### src/rtl/cpu_pkg.sv
`default_nettype none
// ============================================================================
// Module      : cpu_pkg
// Description : Shared widths, the NOP encoding, the fetch packet layout and
//               the queue occupancy states used across the IF/ID boundary.
// Revision    : 1.0 - initial release
// ============================================================================
package cpu_pkg;

    localparam int INSTR_W = 32;
    localparam int ADDR_W  = 64;

    // Presented to decode whenever the queue has nothing to offer.
    localparam logic [INSTR_W-1:0] NOP_INSTR = 32'hD503201F;

    // One fetched word together with the PC values that travel with it.
    typedef struct packed {
        logic [INSTR_W-1:0] instr;
        logic [ADDR_W-1:0]  pc;
        logic [ADDR_W-1:0]  pc4;
    } fetch_pkt_t;

    // Queue state as seen through its occupancy.
    typedef enum logic [1:0] {
        OCC_EMPTY   = 2'd0,
        OCC_PARTIAL = 2'd1,
        OCC_FULL    = 2'd2
    } occ_e;

endpackage
`default_nettype wire

### src/rtl/fq_ptr_ctrl.sv
`default_nettype none
// ============================================================================
// Module      : fq_ptr_ctrl
// Description : Read/write pointer and occupancy bookkeeping for the fetch
//               queue, with full/empty flags derived from registered state.
// Revision    : 1.0 - initial release
// ============================================================================
module fq_ptr_ctrl
    import cpu_pkg::*;
#(
    parameter int DEPTH = 2
) (
    input  logic                       clk,
    input  logic                       rst,
    input  logic                       i_push,
    input  logic                       i_pop,
    input  logic                       i_flush,
    output logic [$clog2(DEPTH)-1:0]   o_rdPtr,
    output logic [$clog2(DEPTH)-1:0]   o_wrPtr,
    output logic [$clog2(DEPTH):0]     o_count,
    output logic                       o_full,
    output logic                       o_empty
);

    localparam int                 c_PTR_W   = $clog2(DEPTH);
    localparam int                 c_CNT_W   = c_PTR_W + 1;
    localparam logic [c_PTR_W-1:0] c_PTR_ONE = c_PTR_W'(1);
    localparam logic [c_CNT_W-1:0] c_CNT_ONE = c_CNT_W'(1);
    localparam logic [c_CNT_W-1:0] c_CNT_MAX = c_CNT_W'(DEPTH);

    logic [c_PTR_W-1:0] r_rdPtr;
    logic [c_PTR_W-1:0] r_wrPtr;
    logic [c_CNT_W-1:0] r_count;
    logic [c_PTR_W-1:0] w_rdPtrNxt;
    logic [c_PTR_W-1:0] w_wrPtrNxt;
    logic [c_CNT_W-1:0] w_countNxt;
    occ_e               w_occ;

    // Pointer and occupancy registers; storage itself is never reset.
    always_ff @(posedge clk or negedge rst) begin
        if (!rst) begin
            r_rdPtr <= '0;
            r_wrPtr <= '0;
            r_count <= '0;
        end else begin
            r_rdPtr <= w_rdPtrNxt;
            r_wrPtr <= w_wrPtrNxt;
            r_count <= w_countNxt;
        end
    end

    // Classify the current occupancy into EMPTY / PARTIAL / FULL.
    always_comb begin
        w_occ = OCC_PARTIAL;
        if (r_count == '0) begin
            w_occ = OCC_EMPTY;
        end else if (r_count == c_CNT_MAX) begin
            w_occ = OCC_FULL;
        end
    end

    // Next pointers/count; flush wins, pointers wrap naturally (DEPTH is 2^n).
    always_comb begin
        w_rdPtrNxt = r_rdPtr;
        w_wrPtrNxt = r_wrPtr;
        w_countNxt = r_count;
        if (i_flush) begin
            w_rdPtrNxt = '0;
            w_wrPtrNxt = '0;
            w_countNxt = '0;
        end else begin
            case (w_occ)
                OCC_EMPTY: begin
                    // Nothing to pop, and no bypass: the word lands in storage.
                    if (i_push) begin
                        w_wrPtrNxt = r_wrPtr + c_PTR_ONE;
                        w_countNxt = r_count + c_CNT_ONE;
                    end
                end
                OCC_PARTIAL: begin
                    if (i_push) begin
                        w_wrPtrNxt = r_wrPtr + c_PTR_ONE;
                    end
                    if (i_pop) begin
                        w_rdPtrNxt = r_rdPtr + c_PTR_ONE;
                    end
                    if (i_push && !i_pop) begin
                        w_countNxt = r_count + c_CNT_ONE;
                    end else if (i_pop && !i_push) begin
                        w_countNxt = r_count - c_CNT_ONE;
                    end
                end
                OCC_FULL: begin
                    // Push is already masked by the full flag upstream.
                    if (i_pop) begin
                        w_rdPtrNxt = r_rdPtr + c_PTR_ONE;
                        w_countNxt = r_count - c_CNT_ONE;
                    end
                end
                default: begin
                    w_countNxt = r_count;
                end
            endcase
        end
    end

    assign o_rdPtr = r_rdPtr;
    assign o_wrPtr = r_wrPtr;
    assign o_count = r_count;
    assign o_full  = (r_count == c_CNT_MAX);
    assign o_empty = (r_count == '0);

endmodule
`default_nettype wire

### src/rtl/fetch_decode_queue.sv
`default_nettype none
// ============================================================================
// Module      : fetch_decode_queue
// Description : IF/ID instruction queue. Buffers {instr, pc, pc_plus4} from
//               fetch, rides out a decode stall, and drops wrong-path words
//               on flush. Decode sees the head one cycle after capture.
// Revision    : 1.0 - initial release
// ============================================================================
module fetch_decode_queue
    import cpu_pkg::*;
#(
    parameter int DEPTH = 2
) (
    input  logic                     clk,
    input  logic                     rst,
    input  logic                     fetch_valid,
    input  logic [INSTR_W-1:0]       fetch_instr,
    input  logic [ADDR_W-1:0]        fetch_pc,
    input  logic [ADDR_W-1:0]        fetch_pc4,
    output logic                     fetch_hold,
    input  logic                     dec_ready,
    output logic                     dec_valid,
    output logic [INSTR_W-1:0]       dec_instr,
    output logic [ADDR_W-1:0]        dec_pc,
    output logic [ADDR_W-1:0]        dec_pc4,
    input  logic                     flush,
    output logic [$clog2(DEPTH):0]   count
);

    localparam int c_PTR_W = $clog2(DEPTH);

    logic [c_PTR_W-1:0] w_rdPtr;
    logic [c_PTR_W-1:0] w_wrPtr;
    logic               w_full;
    logic               w_empty;
    logic               w_push;
    logic               w_pop;
    fetch_pkt_t         w_inPkt;
    fetch_pkt_t         w_head;
    fetch_pkt_t         r_storage [DEPTH];

    // Words arriving while full are dropped; flush kills both directions.
    assign w_push = fetch_valid & ~w_full & ~flush;
    assign w_pop  = dec_valid & dec_ready & ~flush;

    fq_ptr_ctrl #(
        .DEPTH   (DEPTH)
    ) u_ptrCtrl (
        .clk     (clk),
        .rst     (rst),
        .i_push  (w_push),
        .i_pop   (w_pop),
        .i_flush (flush),
        .o_rdPtr (w_rdPtr),
        .o_wrPtr (w_wrPtr),
        .o_count (count),
        .o_full  (w_full),
        .o_empty (w_empty)
    );

    assign w_inPkt = '{instr: fetch_instr, pc: fetch_pc, pc4: fetch_pc4};

    // Capture the fetched word at the write pointer; contents need no reset.
    always_ff @(posedge clk) begin
        if (w_push) begin
            r_storage[w_wrPtr] <= w_inPkt;
        end
    end

    assign w_head = r_storage[w_rdPtr];

    // Head is shown only when valid so stale or uninitialised storage never leaks.
    assign dec_valid  = ~w_empty;
    assign dec_instr  = dec_valid ? w_head.instr : NOP_INSTR;
    assign dec_pc     = dec_valid ? w_head.pc    : '0;
    assign dec_pc4    = dec_valid ? w_head.pc4   : '0;
    assign fetch_hold = w_full;

endmodule
`default_nettype wire
### config.mk
export PLATFORM = sky130hd
export DESIGN_NAME = fetch_decode_queue
export DESIGN_NICKNAME = d
export VERILOG_FILES = /design/src/rtl/cpu_pkg.sv /design/src/rtl/fq_ptr_ctrl.sv /design/src/rtl/fetch_decode_queue.sv
export SDC_FILE = /design/constraint.sdc
export NUM_CORES = 1
export LEC_CHECK = 0
export ABC_AREA = 1
export CAP_MARGIN = 0
export CORE_MARGIN = 4
export CORE_UTILIZATION = 65
export DETAILED_ROUTE_END_ITERATION = 12
export DONT_BUFFER_PORTS = 1
export PLACE_DENSITY = 0.81
export SLEW_MARGIN = 5
export SYNTH_ARGS = -nofsm -noshare
export SYNTH_HDL_FRONTEND = slang
export SYNTH_SLANG_ARGS = --single-unit
### constraint.sdc
create_clock -name clk -period 16.1 [get_ports clk]
set_input_delay 3.22 -clock clk [delete_from_list [all_inputs] [get_ports clk]]
set_output_delay 3.22 -clock clk [all_outputs]
set_load 0.02 [all_outputs]
### Yosys cells after proc, flatten, opt, wreduce, memory -nomap -nowiden

Memories as Yosys holds them, arrays and structs flattened.
Cells that the tools add are included.

| word-level totals | value |
|---|---|
| bits in registers | 4 |
| latch bits | 0 |
| bits in writable memories | 320 |
| bits in read-only memories | 0 |
| bits of input ports | 165 |
| output and inout port bits | 164 |
| memories | 1 |

Memory list:

| memory | words | width | read ports | clocked after Yosys merged registers in | wr ports | RTL line | text |
|---|---|---|---|---|---|---|---|
| r_storage | 2 | 160 | 1 | 0 | 1 | fetch_decode_queue.sv:40 | `fetch_pkt_t r_storage [DEPTH];` |

| cells by class | value |
|---|---|
| add/subtract/negate cells | 4 |
| multiply operators | 0 |
| divide/modulo/power cells | 0 |
| magnitude comparators | 0 |
| eq/ne operators | 6 |
| shift operators | 0 |
| mux-type cells | 19 |
| bitwise gates (word level) | 7 |
| reduce and logical (&&, ||, !) cells | 16 |

Operators with widths:

| kind | count |
|---|---|
| 64-bit 2-to-1 mux | 2 |
| 32-bit 2-to-1 mux | 1 |
| 2-bit 2-to-1 mux | 7 |
| 1-bit 2-to-1 mux | 8 |
| 2-bit nonzero test | 4 |
| 3-bit by 2-bit != test with 1-bit output (second input constant) | 2 |
| 2-bit case mux with 3 select lines | 1 |
| 1-bit bitwise AND | 4 |
| 2-bit == test (second input constant) | 2 |
| 2-bit logical NOT | 2 |
| 4-bit by 2-bit != test with 1-bit output (second input constant) | 1 |
| 2-bit AND reduction | 2 |
| 4-bit AND reduction | 1 |
| 4-bit nonzero test | 1 |
| 2-bit OR reduction | 2 |
| 1-bit NOT | 3 |
| 1-bit adder (second input constant) | 2 |
| 2-bit by 1-bit adder with 2-bit output (second input constant) | 1 |
| 2-bit by 1-bit == test with 1-bit output (second input constant) | 1 |
| 1-bit logical AND | 2 |
| 1-bit logical NOT | 2 |
| 2-bit by 1-bit subtractor with 2-bit output (second input constant) | 1 |

### Longest topological paths before layout

Gate-level depths: netlist (run 1).

| logic depth | value |
|---|---|
| word-level depth | 10 |
| gate-level depth with buffers | 14 |

### Hierarchy

From an unflattened synthesis (run 1), not the netlist that was laid out.

| second synthesis, totals | value |
|---|---|
| cells, all modules | 1202 |
| area total of the unflattened synthesis | 13173.9 um2 |

By module, submodules not included:

| module | instances | cells an instance | area an instance (um2) | seq. area each (um2) |
|---|---|---|---|---|
| fetch_decode_queue | 1 | 1156 | 12857.3 | 9609.2 |
| fq_ptr_ctrl | 1 | 46 | 316.6 | 100.1 |

### Worst setup path before layout (run 1)

OpenSTA, ideal clock, no wires.

| timing path | value |
|---|---|
| path type | in2reg |
| start point | input fetch_valid |
| end point | memory r_storage[0][0] in the netlist's numbering (enable) |
| library setup time | 0.685 ns |
| arrival time | 10.167 ns |
| data required time | 15.415 ns |
| setup slack | 5.249 ns |
| stages | 4 |
| cell sequence | nand2_1 -> nor2_1 -> inv_1 -> nor2_1 |

| between the ends | value |
|---|---|
| word-level cells in the longest chain between the ends | 4 |

Ends and longest elaborated chain:

| element | RTL line | text |
|---|---|---|
| start, declared | fetch_decode_queue.sv:16 | `input logic fetch_valid,` |
| 1-bit bitwise AND (2 in series) | fetch_decode_queue.sv:43 | `assign w_push = fetch_valid & ~w_full & ~flush;` |
| 1-bit 2-to-1 mux | fetch_decode_queue.sv:65 | `if (w_push) begin` |
| 1-bit 2-to-1 mux (not written as such) | fetch_decode_queue.sv:66 | `r_storage[w_wrPtr] <= w_inPkt;` |
| end, declared | fetch_decode_queue.sv:40 |  |

Every way passes these cells.

### Final worst setup path (run 1)

| timing path | value |
|---|---|
| start point | register u_ptrCtrl.r_count[0] (netlist: u_ptrCtrl.o_count[0]) |
| end point | output dec_pc4[15] |

| between the ends | value |
|---|---|
| word-level cells in the longest chain between the ends | 2 |

Ends and longest elaborated chain:

| element | RTL line | text |
|---|---|---|
| start, declared | fq_ptr_ctrl.sv:33 | `logic [c_CNT_W-1:0] r_count;` |
| start signal, assigned | fq_ptr_ctrl.sv:48 | `r_count <= w_countNxt;` |
| 2-bit logical NOT | fq_ptr_ctrl.sv:111 | `assign o_empty = (r_count == '0);` |
| 64-bit 2-to-1 mux | fetch_decode_queue.sv:76 | `assign dec_pc4 = dec_valid ? w_head.pc4 : '0;` |
| end, declared | fetch_decode_queue.sv:25 | `output logic [ADDR_W-1:0] dec_pc4,` |

Every way passes these cells.

==> results.yml, run 1 <==
outcome:
  status: "completed"
floorplanning:
  design.die.area_mm2: 0.0211
  num_rows: 49
  core_mm2: 0.0183
  die_h_um: 145
  die_w_um: 145
  initial_core_util_pct: 67.1
  io_pins: 329
sta:
  maxSlewViolCount: 0
  relSlewSlack_pct: 24.6
  finalHoldViolCount: 0
  fin_crit_ps: 6720
  worstMarginPinSlew_ps: 1130
  setup_viol: 0
  fin_crit_sh_pct: 41.7
  fmax_mhz: 149
  rsz0062_at_grt: "no"
  skew_ps: 18.7
  tns_ps: 0
clock_network:
  root_buffer: "clkbuf_16"
  hold_buffers: 0
  post_cts_buffers: 0
  clock_latency_ps: 540
  numCtsBuffers: 31
  clock_tree.buffer_depth: 3
  cts_tree: "built"
  clock_sinks: 324
  postCtsResizedCells: 0
  cts.clk_slew.worst_paths_ps: 60
  htree_num_levels: 1
drt:
  wl_per_cell_um: 22.1
  drt_drc_violations_left: 0
  routed_via_density: 5.93
  vias: 6787
  firstDrtPassIters: 5
  ant_nets: 0
  first_iter_violations: 557
  routed_wl_um: 25300
worst_setup_path:
  cp.arrival_ps: 3500
  cp-start-kind: "register"
  crit_fanout: 82
  crit_family: "buffers and inverters"
  max_stage_delay_ps: 740
  critPathBufInv: 3
  required_ps: 12880
  crit_start: "u_ptrCtrl.o_count[0]"
  cp-end-kind: "output pin"
  slowest_stage: "buf_4"
  reg2reg_slack_ps: 12360
  r2r_start: "u_ptrCtrl.o_count[0]"
  crit_chain: "inv_1 > ha_1 > inv_4 > buf_4 > o21ai_0 > nor2_1"
  critPathKind: "register to output pin"
place:
  io_buffers: 0
  place_area_mm2: 0.0123
  place_hpwl_um: 15800
  placed_cells: 1088
  gp_congestion: 0.811
power_and_ir_drop:
  p_leak_nw: 4.62
  ir_drop_uv: 155
  power_density_mw_per_mm2: 174
global_routing:
  antenna_found_initial: 0
  grt_use_total_pct: 22.5
  grt_overflow_total: 0
  grt_max_degree: 101
  grt_pass1_vias: 6612
  grt_pass1_wl_um: 37200
synth:
  synth_ff_type: "edfxtp_1"
  async_flop_share_pct: 1.23
  synth-seq-cells: 324
  synth.most_common_cell: "edfxtp_1"
  seq_area_frac_synth_pct: 79.2
  synth_edf_count: 320
  yosys-top-cells-count: "320 x edfxtp_1, 302 x nor2_1, 151 x o21ai_0, 40 x nand2_1, 28 x clkbuf_1"
  synth_top_area_share_pct: 78.4
  synth_cell_types: 16
  yosys.area.top_type: "edfxtp_1"
  syn_area_per_cell_um2: 13.6
  yosys_warnings: 0
  syn-num-nets: 1074
  synth_area_leaders: "edfxtp_1 78%, nor2_1 9.3%, o21ai_0 6.2%, nand2_1 1.2%, buf_6 1.0%"
  syn_inst: 904
  synth_area_mm2: 0.0123
min_path:
  worstHoldStart: "u_ptrCtrl.o_count[0]"
  min-delay-path-class: "register to register"
final_layout:
  drive_gt1_share_pct: 6.23
  diodes: 0
  final_cell_count_no_fill: 1144
  final_cell_area_mm2: 0.0133
  syn_to_final_growth_pct: 8.42
  layout.nets: 1062
job:
  maxCapViolCount: 0
## stage by stage
stage          setup slack (ps)  utilization, %  power (mW)  hold WS [ps]
2_1_floorplan              5250               -        1.57           528
3_3_place_gp              10000            67.4        1.64           627
3_5_place_dp               9970            67.4        1.66           634
4_1_cts                    9360            72.7        2.34           648
5_1_grt                    9160            72.7        2.42           682
6_report                   9380            72.7        2.32           646
## power breakdown
| group | switching, mW | internal, mW | total, mW | leakage [nW] |
|---|---|---|---|---|
| logic | 0.511 | 0.0876 | 0.598 | 1.16 |
| clock network | 0.284 | 0.401 | 0.684 | 0.480 |
| registers | 0.0299 | 1.00 | 1.03 | 2.98 |
| total | 0.824 | 1.49 | 2.32 | 4.62 |
## metal layers
layer / vias up / routed length [um] / GRT usage [%]
met3: 82 / 2650 / 9.20
met2: 356 / 13000 / 38.4
met5: - / 0 / 0
li1: 3151 / - / -
met4: 0 / 1290 / 10.4
met1: 3198 / 8350 / 24.9
## cell usage in the layout (no fill, tap or decap), drive strengths merged
master / netlist / routed
inv: 12 / 13
bufinv: 0 / 3
nor2: 302 / 302
nand2: 40 / 40
dfrtp: 4 / 4
edfxtp: 320 / 320
o21ai: 151 / 151
clkinv: 0 / 14
a21oi: 2 / 2
buf: 22 / 7
clkbuf: 30 / 37
ha: 5 / 5
clkinvlp: 0 / 1
nand3: 16 / 16
## flip-flops by register name (all words and copies together), names as in the netlist
signal and cells:
u_ptrCtrl.o_rdPtr 1, u_ptrCtrl.o_count 2, u_ptrCtrl.o_wrPtr 1, r_storage 320
## worst reg2reg max path: stages, from the launching register on
cell,delay (ps)
dfrtp_1,480
inv_1,150
ha_1,350
inv_1,110
nand2_1,80
nor2_1,130
inv_1,120
nor2_4,80
buf_4,840
buf_4,950
## final cells by class
class,instances,area (um^2)
Timing Repair Buffer,7,52.6
Tap cell,229,287
Inverter,12,50.0
Fill cell,1107,4980
Sequential cell,324,9710
Clock buffer,37,798
Multi-Input combinational cell,516,2210
Clock inverter,19,178
## worst paths after layout
| kind | endpoint | depth (start not counted) |
|---|---|---|
| max in group asynchronous | u_ptrCtrl.o_rdPtr | 0 |
| setup reg to reg | r_storage[0][4] | 9 |
| hold reg to reg | u_ptrCtrl.o_count[0] | 2 |
| hold / removal | u_ptrCtrl.o_count[0] | 2 |
| min in group asynchronous | u_ptrCtrl.o_rdPtr | 0 |
| setup / recovery | dec_pc4[15] | 6 |
## logic make-up (layout without fill, tap and decap cells)
| family | count (synthesis) | count (layout) | synth area share, % |
|---|---|---|---|
| AO/OA/AOI/OAI | 153 | 153 | 6.25 |
| adder cells (fa/ha/maj) | 5 | 5 | 0.511 |
| buffers and inverters | 64 | 75 | 2.87 |
| flip-flops | 324 | 324 | 79.2 |
| AND/OR/NAND/NOR | 358 | 358 | 11.1 |
Note: power is estimated with default switching activity, not from simulation.
==> run 2: changes to the inputs <==
CORE_UTILIZATION = 57   (was 65)
PLACE_DENSITY = 0.75   (was 0.81)
clock period = 5.7 ns   (was 16.1 ns; I/O delays follow)
==> run 2 against run 1 <==
- core utilization decreased by 9.5 points
- hold slack got worse by 340 ps
- combinational power increased to 2.8 times the previous value
- sequential share of layout area decreased by 0.29 points
- wire length increased by 1.1%
- first-iteration DRC count decreased by 6.8%
- final area increased by 0.40%
- die area increased by 13%
- non-clock buffer count increased by 2
==> results.yml, run 2 (synthesis results as in run 1) <==
floorplanning:
  initial_core_util_pct: 58.1
  die_h_um: 155
  die_w_um: 155
  core_mm2: 0.0211
  design.die.area_mm2: 0.0239
  io_pins: 329
  num_rows: 53
power_and_ir_drop:
  p_leak_nw: 4.61
  ir_drop_uv: 348
  power_density_mw_per_mm2: 486
job:
  maxCapViolCount: 0
worst_setup_path:
  cp-start-kind: "register"
  critPathBufInv: 3
  reg2reg_depth: 8
  cp.arrival_ps: 3070
  crit_cells: 6
  crit_family: "buffers and inverters"
  crit_path_end: "dec_pc4[44]"
  reg2reg_slack_ps: 2600
  reg2reg_to: "r_storage[0][125]"
  r2r_start: "u_ptrCtrl.o_count[0]"
  max_stage_delay_ps: 590
  crit_start: "u_ptrCtrl.o_count[0]"
  slowest_stage: "inv_4"
  crit_chain: "inv_1 > ha_1 > inv_4 > buf_12 > o21ai_0 > nor2_1"
  crit_fanout: 84
  cp-end-kind: "output pin"
  critPathKind: "register to output pin"
  required_ps: 4560
drt:
  ant_nets: 0
  first_iter_violations: 519
  firstDrtPassIters: 6
  wl_per_cell_um: 21.5
  drt_drc_violations_left: 0
  vias: 6797
  routed_wl_um: 25600
  routed_via_density: 5.71
global_routing:
  antenna_found_initial: 0
  grt_overflow_total: 0
  grt_pass1_vias: 6705
  grt_max_degree: 119
  grt_pass1_wl_um: 38000
  grt_use_total_pct: 20.3
final_layout:
  layout.nets: 1064
  final_cell_mix: "320 x edfxtp_1, 300 x nor2_1, 151 x o21ai_0"
  multi_input_area_mm2: 0.00221
  mostFrequentLayoutCell: "edfxtp_1"
  diodes: 0
  drive_gt1_share_pct: 5.90
  ff_latch_area_mm2: 0.00971
  max_flop_register: "r_storage"
  fillers: 1519
  syn_to_final_growth_pct: 8.86
  largest_reg_flops: 320
min_path:
  min-delay-path-class: "primary input to async pin"
clock_network:
  post_cts_buffers: 0
  clock_sinks: 324
  hold_buffers: 0
  clock_latency_ps: 530
  cts.clk_slew.worst_paths_ps: 60
  root_buffer: "clkbuf_16"
  clock_tree.buffer_depth: 3
  numCtsBuffers: 31
  htree_num_levels: 1
  postCtsResizedCells: 0
  cts_tree: "built"
place:
  place_hpwl_um: 16200
  gp_congestion: 0.827
  io_buffers: 0
sta:
  maxSlewViolCount: 0
  timing.hold.ws_ps: 306
  fin_crit_ps: 4210
  relSlewSlack_pct: 36.6
  skew_ps: 11.3
  tns_ps: 0
  finalHoldViolCount: 0
  fmax_mhz: 238
  fin_crit_sh_pct: 73.8
  setup_viol: 0
  worstMarginPinSlew_ps: 951
  rsz0062_at_grt: "no"
outcome:
  status: "completed"
## run 2: cell types whose count changed in the layout (fill, tap and decap cells not counted), sizes merged
cell,before,now
inv,13,12
bufinv,3,2
buf,7,9
clkbuf,37,38
## run 2: where the power goes
part           internal [mW]  leakage (nW)  switching [mW]
registers               2.84          2.98          0.0876
clock network           1.08         0.455           0.783
logic                  0.262          1.17            1.44
total                   4.18          4.61            2.31
## run 2: routing by layer
layer	up-vias	wire length, um	track usage [%]
li1	3159	-	-
met1	3234	8930	24.0
met2	338	12700	33.4
met3	66	2670	7.39
met4	0	1210	9.67
met5	-	0	0
## run 2: worst min-delay path by stage
stage	startpoint	to	slack, ps	depth (start not counted)
finish	rst	u_ptrCtrl.o_rdPtr	310	0
global route	rst	u_ptrCtrl.o_count[0]	280	0
CTS	rst	u_ptrCtrl.o_rdPtr	280	0
detailed placement	u_ptrCtrl.o_count[0]	u_ptrCtrl.o_count[0]	650	2
global placement	u_ptrCtrl.o_wrPtr	u_ptrCtrl.o_wrPtr	640	2
floorplan	u_ptrCtrl.o_wrPtr	u_ptrCtrl.o_wrPtr	560	2
## run 2: area by class of cell
type                            instances  share of cell area [%]
Clock buffer                           38                    6.01
Inverter                               12                   0.394
Multi-Input combinational cell        516                    16.5
Clock inverter                         17                   0.957
Tap cell                              275                    2.58
Sequential cell                       324                    72.8
Timing Repair Buffer                    9                   0.694
## run 2: worst register-to-register path: stages, from the launching register on
cell,delay [ps]
dfrtp_1,480
inv_1,160
ha_1,350
inv_1,120
nand2_1,100
nor2_1,140
inv_1,120
nor2_4,570
buf_4,670
## run 2: through the flow
step / area, um^2 / utilization [%] / worst slack (ps) / cells / total power [mW]
global route: 13300 / 63.3 / 1290 / 1191 / 6.79
global placement: 12400 / 58.8 / 2100 / 1136 / 4.66
finish: 13300 / 63.3 / 1490 / 1191 / 6.49
floorplan: 12300 / - / -328 / 904 / 4.41
CTS: 13300 / 63.3 / 1470 / 1191 / 6.55
detailed placement: 12400 / 58.8 / 2070 / 1136 / 4.69
